--- src/rtl/res_writeback.sv ---
// Result write-back stage: 2-entry ping-pong block buffer drained word-by-word to memory port C.
// Optional WB_PERF_CNT_EN adds the wb_word_cnt issued-word counter output.
module res_writeback #(
  parameter int SINGLE_ACCESS = 4,
  parameter int BANDWIDTH     = 8,
  parameter int DATA_WIDTH    = 32,
  parameter int ADDR_WIDTH    = 11
) (
  input  logic                                          clock,
  input  logic                                          reset,
  input  logic                                          blk_valid,
  output logic                                          blk_ready,
  input  logic [SINGLE_ACCESS*BANDWIDTH*DATA_WIDTH-1:0] blk_data,
  input  logic [ADDR_WIDTH-1:0]                         blk_addr,
  input  logic                                          blk_last,
  output logic                                          mem_write,
  input  logic                                          mem_ready,
  output logic [ADDR_WIDTH-1:0]                         mem_address,
  output logic [BANDWIDTH*DATA_WIDTH-1:0]               mem_writedata,
  output logic [BANDWIDTH*DATA_WIDTH/8-1:0]             mem_byteenable,
  output logic                                          op_done,
`ifdef WB_PERF_CNT_EN
  output logic [31:0]                                   wb_word_cnt,
`endif
  output logic                                          busy
);
  localparam int WW   = BANDWIDTH * DATA_WIDTH;
  localparam int BLKW = SINGLE_ACCESS * WW;
  localparam int IW   = (SINGLE_ACCESS > 1) ? $clog2(SINGLE_ACCESS) : 1;

  typedef struct packed {
    logic [BLKW-1:0]       data;
    logic [ADDR_WIDTH-1:0] addr;
    logic                  last;
  } entry_t;

  typedef enum logic {IDLE, DRAIN} state_t;

  entry_t          ent [2];
  state_t          state, state_nxt;
  logic [1:0]      count, count_nxt;
  logic            wr_sel, rd_sel;
  logic [IW-1:0]   word_idx;
  logic            accept, issue, fin;
  logic [WW-1:0]   cur_words [SINGLE_ACCESS];

  assign accept = blk_valid & blk_ready;
  assign issue  = mem_write & mem_ready;
  assign fin    = issue & (word_idx == IW'(SINGLE_ACCESS - 1));

  // Ready depends on registered occupancy only, never on mem_ready.
  assign blk_ready = (count < 2'd2);

  for (genvar i = 0; i < SINGLE_ACCESS; i++) begin : g_word
    assign cur_words[i] = ent[rd_sel].data[i*WW +: WW];
  end

  always_comb begin
    count_nxt = count;
    state_nxt = state;
    case ({accept, fin})
      2'b10:   count_nxt = count + 2'd1;
      2'b01:   count_nxt = count - 2'd1;
      default: count_nxt = count;
    endcase
    state_nxt      = (count_nxt != 2'd0) ? DRAIN : IDLE;
    mem_write      = (state == DRAIN);
    mem_address    = ent[rd_sel].addr + ADDR_WIDTH'(word_idx);
    mem_writedata  = cur_words[word_idx];
    mem_byteenable = {(WW/8){mem_write}};
  end

  always_ff @(posedge clock) begin
    if (reset) begin
      state    <= IDLE;
      count    <= 2'd0;
      wr_sel   <= 1'b0;
      rd_sel   <= 1'b0;
      word_idx <= '0;
      op_done  <= 1'b0;
    end else begin
      state   <= state_nxt;
      count   <= count_nxt;
      op_done <= fin & ent[rd_sel].last;
      if (accept) wr_sel <= ~wr_sel;
      if (issue) begin
        if (fin) begin
          word_idx <= '0;
          rd_sel   <= ~rd_sel;
        end else begin
          word_idx <= word_idx + IW'(1);
        end
      end
    end
  end

  // Payload storage needs no reset; occupancy is tracked by count.
  always_ff @(posedge clock) begin
    if (accept) ent[wr_sel] <= '{data: blk_data, addr: blk_addr, last: blk_last};
  end

  assign busy = (count != 2'd0) | op_done;

`ifdef WB_PERF_CNT_EN
  always_ff @(posedge clock) begin
    if (reset)                             wb_word_cnt <= 32'd0;
    else if (fin & ent[rd_sel].last)       wb_word_cnt <= 32'd0;
    else if (issue && wb_word_cnt != '1)   wb_word_cnt <= wb_word_cnt + 32'd1;
  end
`endif
endmodule

--- config.mk ---
export PLATFORM = sky130hd
export DESIGN_NAME = res_writeback
export DESIGN_NICKNAME = d
export VERILOG_FILES = /design/src/rtl/res_writeback.sv
export SDC_FILE = /design/constraint.sdc
export NUM_CORES = 2
export LEC_CHECK = 0
export CORE_AREA = 2 2 517 519
export DETAILED_ROUTE_END_ITERATION = 8
export DIE_AREA = 0 0 519 521
export GPL_TIMING_DRIVEN = 0
export PLACE_DENSITY_LB_ADDON = 0.05
export REMOVE_ABC_BUFFERS = 1
export SLEW_MARGIN = 10
export SYNTH_ARGS = -nofsm -noshare
export SYNTH_HDL_FRONTEND = slang
export SYNTH_SLANG_ARGS = --single-unit
--- constraint.sdc ---
create_clock -name clock -period 48.5 [get_ports clock]
set_clock_uncertainty 0.05 [all_clocks]
set_input_delay 7.275 -clock clock [delete_from_list [all_inputs] [get_ports clock]]
set_output_delay 7.275 -clock clock [all_outputs]
set_load 0.05 [all_outputs]
# Word level (Yosys, flattened, before mapping)
# Memories as Yosys holds them, arrays and structs flattened. A register that Yosys moved wholly into a read port is not among the register bits.
# Cells that the tools add are included.
# op_classes
n_eq_ne,3
muxes,10
magnitude_cmp,2
bitwise,8
reduce_logical,3
add_sub_neg,4
# op_table
operator,count
binary-select mux 256 bit (select 2 bit),1
2-to-1 mux 256 bit,2
adder 11 x 2 -> 11 bit,1
2-to-1 mux 1 bit,5
adder 2 x 1 -> 2 bit (second input constant),2
bitwise AND 1 bit,4
== test 2 bit (second input constant),2
case mux 2 bit (2 select lines),1
nonzero test 2 bit,2
>= comparator 3 bit (second input constant),1
inverter 2 -> 3 bit,1
== test 2 x 1 -> 1 bit (second input constant),1
< comparator 2 bit (second input constant),1
2-to-1 mux 2 bit,1
inverter 1 bit,2
AND reduction 2 bit,1
subtractor 2 x 1 -> 2 bit (second input constant),1
OR 1 bit,1
# totals
in_bits,1040
ram_bits,2072
wordCells,37
regBits,8
mem_count,1
output_inout_bits,303
# mem_list
memory,depth,word_bits,rd,rd_clocked_by_memory_dff,wr,line_no,text
ent,2,1036,1,1,1,39,entry_t ent [2];

# Longest topological paths before layout
# logic_depth
ltp_word,6
ltp_mapped,11
depth_no_buf,7

# Worst setup path after synthesis
# No wires, ideal clock.
# synth_timing
path_kind,input to register
from,in blk_valid
to,"mem ent[0][0] (netlist bit), enable pin"
cell_stages,2
setup_ns,2.473
n_path_buf,0
slack_ns,-4.205
arrival_time_ns,50.182
required_time_ns,45.977
path_cell_list,nand2_1 -> nor2_1
# synth_via
elab_chain_len,3
# synth_rtl
element,line_no,text
start: declaration,11,"input logic blk_valid,"
bitwise AND 1 bit,47,assign accept = blk_valid & blk_ready;
2-to-1 mux 1 bit,99,"if (accept) ent[wr_sel] <= '{data: blk_data, addr: blk_addr, last: blk_last};"
2-to-1 mux 1 bit (not written as such),99,
end: declaration,39,
# No other way between the ends.

# Worst setup path in the final report
# layout_timing
from,reg word_idx[1]
to,out mem_address[8]
# layout_via
elab_chain_len,1
# layout_rtl
element,line_no,text
start: declaration,43,logic [IW-1:0] word_idx;
start signal: assignment,91,word_idx <= word_idx + IW'(1);
adder 11 x 2 -> 11 bit,68,mem_address = ent[rd_sel].addr + ADDR_WIDTH'(word_idx);
end: declaration,18,"output logic [ADDR_WIDTH-1:0] mem_address,"
# No other way between the ends.

==> flow_summary.rst <==
.. list-table::
   :header-rows: 1

   * - Metric
     - Value
   * - Setup repair after global routing missed its margin
     - no
   * - Global placer's final weighted congestion
     - approximately 0.76
   * - Min Clock Period, post-route
     - ~13 ns
   * - DRC Markers
     - 0
   * - Resized Gates After CTS
     - 0
   * - Max capacitance violation total
     - 0
   * - Final Hold Fails
     - 0
   * - Die Outline Area
     - ~270000 um2
   * - Synthesis-stage register bit count
     - 2081
   * - Area of combinational cells with multiple inputs
     - between 10000 and 15000 um2
   * - Kind of launch point of the worst setup path
     - flip-flop
   * - Clock H-tree levels
     - 4
   * - Post-CTS clock slew at the launch and capture registers of the worst setup and hold paths
     - around 0.060 ns
   * - Core Box Area
     - ~260000 um2
   * - Number of distinct library cells after synthesis
     - 36
   * - Routed via count
     - approximately 40k
   * - Filler cells
     - 24.1k
   * - Buffer type at the clock tree root
     - sky130_fd_sc_hd__clkbuf_16
   * - Proportion of synthesized chip area in sequential cells
     - 79.2%
   * - Cell area after synthesis
     - ~80000 um2
   * - First-pass GRT wire length
     - roughly 340 mm
   * - Number of max-slew violations in the final report
     - 0
   * - Critical path class
     - reg2out
   * - Overall power
     - 4450 uW
   * - Reg2reg end
     - ent[0][115]
   * - Number of CTS-inserted buffers
     - between 200 and 250
   * - HP Class
     - reg2reg
   * - Met3 GRT Util
     - 9.45%
   * - Post-CTS setup repair buffer count
     - 0
   * - HPWL after detailed placement
     - ~180 mm
   * - Setup TNS
     - 0 ns
   * - Maximum net fanout on the critical path
     - 52
   * - Data required time at the worst endpoint
     - around 41 ns
   * - Highest ir drop seen on vdd
     - around 0.033 mV
   * - Antenna violations before repair
     - approximately 290
   * - Worst-Skew Late Latency
     - between 0.8 and 0.9 ns
   * - Clock tree from TritonCTS
     - done
   * - Cells after synthesis
     - 3647
   * - Result of the run
     - complete, no violations
   * - Worst slew margin relative to its limit
     - a little over two fifths
   * - DRC marker count from the first detailed-route iteration
     - between 2k and 2.5k
   * - Layout cell share with drive strength beyond 1
     - 17.5%
   * - Effective utilization at floorplan
     - between 20% and 30%
   * - Post-detailed-route via-to-cell ratio
     - between 4 and 5
   * - Areal power density over the cells
     - about 42 nW/um2
   * - Mapped Avg Cell Area
     - between 20 and 25 um2
   * - Worst-Margin Slew
     - between 0.8 and 0.9 ns
   * - Highest clock rate
     - ~76 MHz
   * - Die width
     - 519 um
   * - Critical Path Sink Type
     - primary output
   * - Number of standard-cell rows in the floorplan
     - ~190
   * - Num Clock Sinks
     - around 2.1k
   * - Synth warn
     - 0
   * - Critical register-to-register path startpoint
     - count[1]
   * - Layout overhead on the synthesized area
     - 33.9%
   * - Worst min-delay path startpoint
     - rd_sel
   * - Largest net degree at the start of global routing
     - 60
   * - Top-Level Pins
     - around 1.3k
   * - Maximum buffer depth of the clock tree
     - 3
   * - Minimum setup slack after placement
     - around 36 ns
   * - Register-to-register setup slack
     - about 45 ns
   * - Final worst path period share
     - between 20% and 30%
   * - Die height
     - 521 um
   * - Global route overflow
     - 0
   * - Final wirelength
     - around 250 mm
   * - Grt peak-use layer
     - met2
   * - Wire length per cell after detailed routing
     - 27.8 um
   * - Via count of the first global-routing pass
     - ~44k
   * - Data arrival time of the critical path
     - 5.92 ns
   * - GR met2 Demand/Resource
     - 30.6%
   * - Antenna Nets Post-Route
     - 0
   * - Leakage power of the design
     - roughly 0.034 uW
   * - Logic depth of the worst register-to-register path
     - 12
   * - Endpoints failing setup
     - 0
   * - Total number of nets in the final design
     - 6177
   * - Storage element area
     - between 60000 and 70000 um2
   * - TritonRoute pass-1 iters
     - 7
   * - Cts-stage hold buffer count
     - 0
   * - # port buffers
     - 1342
   * - Final standard cell utilization of the core
     - about 40%
   * - Depth of the worst hold-timing path
     - 2
   * - Post-route worst setup slack
     - 35.26 ns
   * - Total routing usage reported by global routing
     - 18.0%
   * - Met1 demand-to-capacity share in global routing
     - 19.1%
synth_stat cells:
cell type,number,area share [%]
sky130_fd_sc_hd__a221oi_2,1,0.019
sky130_fd_sc_hd__a21oi_1,4,0.025
sky130_fd_sc_hd__xor2_1,10,0.11
sky130_fd_sc_hd__ha_1,4,0.064
sky130_fd_sc_hd__nor2_1,8,0.038
sky130_fd_sc_hd__clkbuf_1,61,0.29
sky130_fd_sc_hd__buf_2,51,0.32
sky130_fd_sc_hd__nand4_1,1,0.0079
sky130_fd_sc_hd__dfxtp_1,9,0.23
sky130_fd_sc_hd__a31oi_1,1,0.0079
sky130_fd_sc_hd__edfxtp_1,2072,79
sky130_fd_sc_hd__mux2i_1,9,0.11
sky130_fd_sc_hd__a2111oi_4,1,0.035
sky130_fd_sc_hd__buf_6,56,0.80
sky130_fd_sc_hd__a21o_1,1,0.0095
sky130_fd_sc_hd__nand2b_1,1,0.0079
sky130_fd_sc_hd__clkinv_1,1,0.0048
sky130_fd_sc_hd__buf_4,34,0.32
sky130_fd_sc_hd__o31a_1,1,0.011
sky130_fd_sc_hd__nand3_1,3,0.019
sky130_fd_sc_hd__fa_1,1,0.025
sky130_fd_sc_hd__a21boi_0,1,0.0095
sky130_fd_sc_hd__buf_1,4,0.019
sky130_fd_sc_hd__nor3b_1,1,0.0095
sky130_fd_sc_hd__nand3_2,1,0.013
sky130_fd_sc_hd__mux4_2,512,15
sky130_fd_sc_hd__nand2_1,777,3.7
sky130_fd_sc_hd__xnor2_1,3,0.033
sky130_fd_sc_hd__or3_1,2,0.016
sky130_fd_sc_hd__and2_1,1,0.0079
sky130_fd_sc_hd__nor3_1,1,0.0063
sky130_fd_sc_hd__mux2_2,2,0.029
sky130_fd_sc_hd__o21ai_0,3,0.019
sky130_fd_sc_hd__inv_1,4,0.019
sky130_fd_sc_hd__nand3b_1,3,0.029
sky130_fd_sc_hd__and3_1,2,0.016
worst max-delay path, stage by stage, from the launching register on:
cell and delay, ns:
sky130_fd_sc_hd__dfxtp_4 0.86, sky130_fd_sc_hd__buf_16 0.31, sky130_fd_sc_hd__buf_12 0.25, sky130_fd_sc_hd__buf_16 0.23, sky130_fd_sc_hd__clkinv_4 0.60, sky130_fd_sc_hd__buf_16 0.47
sky130_fd_sc_hd__fa_1 0.56, sky130_fd_sc_hd__a221oi_2 0.37, sky130_fd_sc_hd__nand2_1 0.12, sky130_fd_sc_hd__xor2_1 0.17, sky130_fd_sc_hd__clkdlybuf4s50_1 0.95
routing by layer:
metal	part of all wire, %	vias to the layer above
li1	-	17800
met1	35	20700
met2	50	1450
met3	11	681
met4	3.2	212
met5	0.52	-
cell usage in the layout (no fill, tap or decap), types with 3 or more instances in the layout:
cell	Yosys	final
sky130_fd_sc_hd__a21oi_1	4	4
sky130_fd_sc_hd__buf_12	0	47
sky130_fd_sc_hd__buf_16	0	69
sky130_fd_sc_hd__bufinv_16	0	13
sky130_fd_sc_hd__clkbuf_1	61	64
sky130_fd_sc_hd__clkbuf_16	0	232
sky130_fd_sc_hd__clkdlybuf4s50_1	0	1342
sky130_fd_sc_hd__clkinv_1	1	68
sky130_fd_sc_hd__clkinv_16	0	7
sky130_fd_sc_hd__clkinv_2	0	30
sky130_fd_sc_hd__dfxtp_1	9	5
sky130_fd_sc_hd__dfxtp_4	0	3
sky130_fd_sc_hd__diode_2	0	73
sky130_fd_sc_hd__edfxtp_1	2072	2072
sky130_fd_sc_hd__ha_1	4	4
sky130_fd_sc_hd__inv_1	4	4
sky130_fd_sc_hd__inv_16	0	5
sky130_fd_sc_hd__mux2i_1	9	9
sky130_fd_sc_hd__mux4_2	512	512
sky130_fd_sc_hd__nand2_1	777	777
sky130_fd_sc_hd__nand3_1	3	3
sky130_fd_sc_hd__nand3b_1	3	3
sky130_fd_sc_hd__nor2_1	8	7
sky130_fd_sc_hd__o21ai_0	3	3
sky130_fd_sc_hd__xnor2_1	3	3
sky130_fd_sc_hd__xor2_1	10	10
stage by stage:
stage                     instance area [um2]  hold slack (ns)  instances
after floorplan                         77400            0.431       3441
after global placement                  95300            0.446       8316
after detailed placement                98100            0.459       8432
after CTS                              105000            0.473       8856
after global routing                   105000            0.507       8892
final                                  106000            0.464       8929
state kept, by name (all words and copies together) (netlist names), named ones only:
| name | flops |
|---|---|
| word_idx | 2 |
| ent | 2072 |
| wr_sel | 1 |
| rd_sel | 1 |
| op_done | 1 |
| mem_write | 1 |
| count | 2 |
final cells by class:
| type | instances | area share (%) |
|---|---|---|
| sequential | 2081 | 59.2 |
| timing repair buffer | 1458 | 15.4 |
| multi-input combinational | 1355 | 14.2 |
| clock buffer | 296 | 5.73 |
| tap | 3533 | 4.19 |
| clock inverter | 128 | 1.09 |
| antenna | 73 | 0.173 |
| inverter | 5 | 0.0225 |
how the worst max path moves through the flow:
stage	to	slack, ns	start	cells after the start
3_3_place_gp	ent[0][1024]	-38.86	blk_valid	3
3_5_place_dp	mem_address[8]	35.84	word_idx[1]	10
6_report	mem_address[8]	35.26	word_idx[1]	10
2_1_floorplan	ent[0][0]	-4.21	blk_valid	2
4_1_cts	mem_address[8]	34.90	word_idx[1]	10
5_1_grt	mem_address[8]	34.85	word_idx[1]	10
kinds of logic after synthesis:
logic type | synth area share, %
XOR/XNOR | 0.145
AND/OR/NAND/NOR | 3.87
buffers and inverters | 1.78
adder cells (fa/ha/maj) | 0.0889
flip-flops | 79.2
AO/OA/AOI/OAI | 0.137
multiplexers | 14.8
power breakdown:
part	total, uW	internal, uW	switching [uW]
clock	1680	948	730
sequential	2170	2140	30.1
combinational	601	254	347
total	4450	3340	1110
No activity file was read; power rests on OpenSTA's default activity.
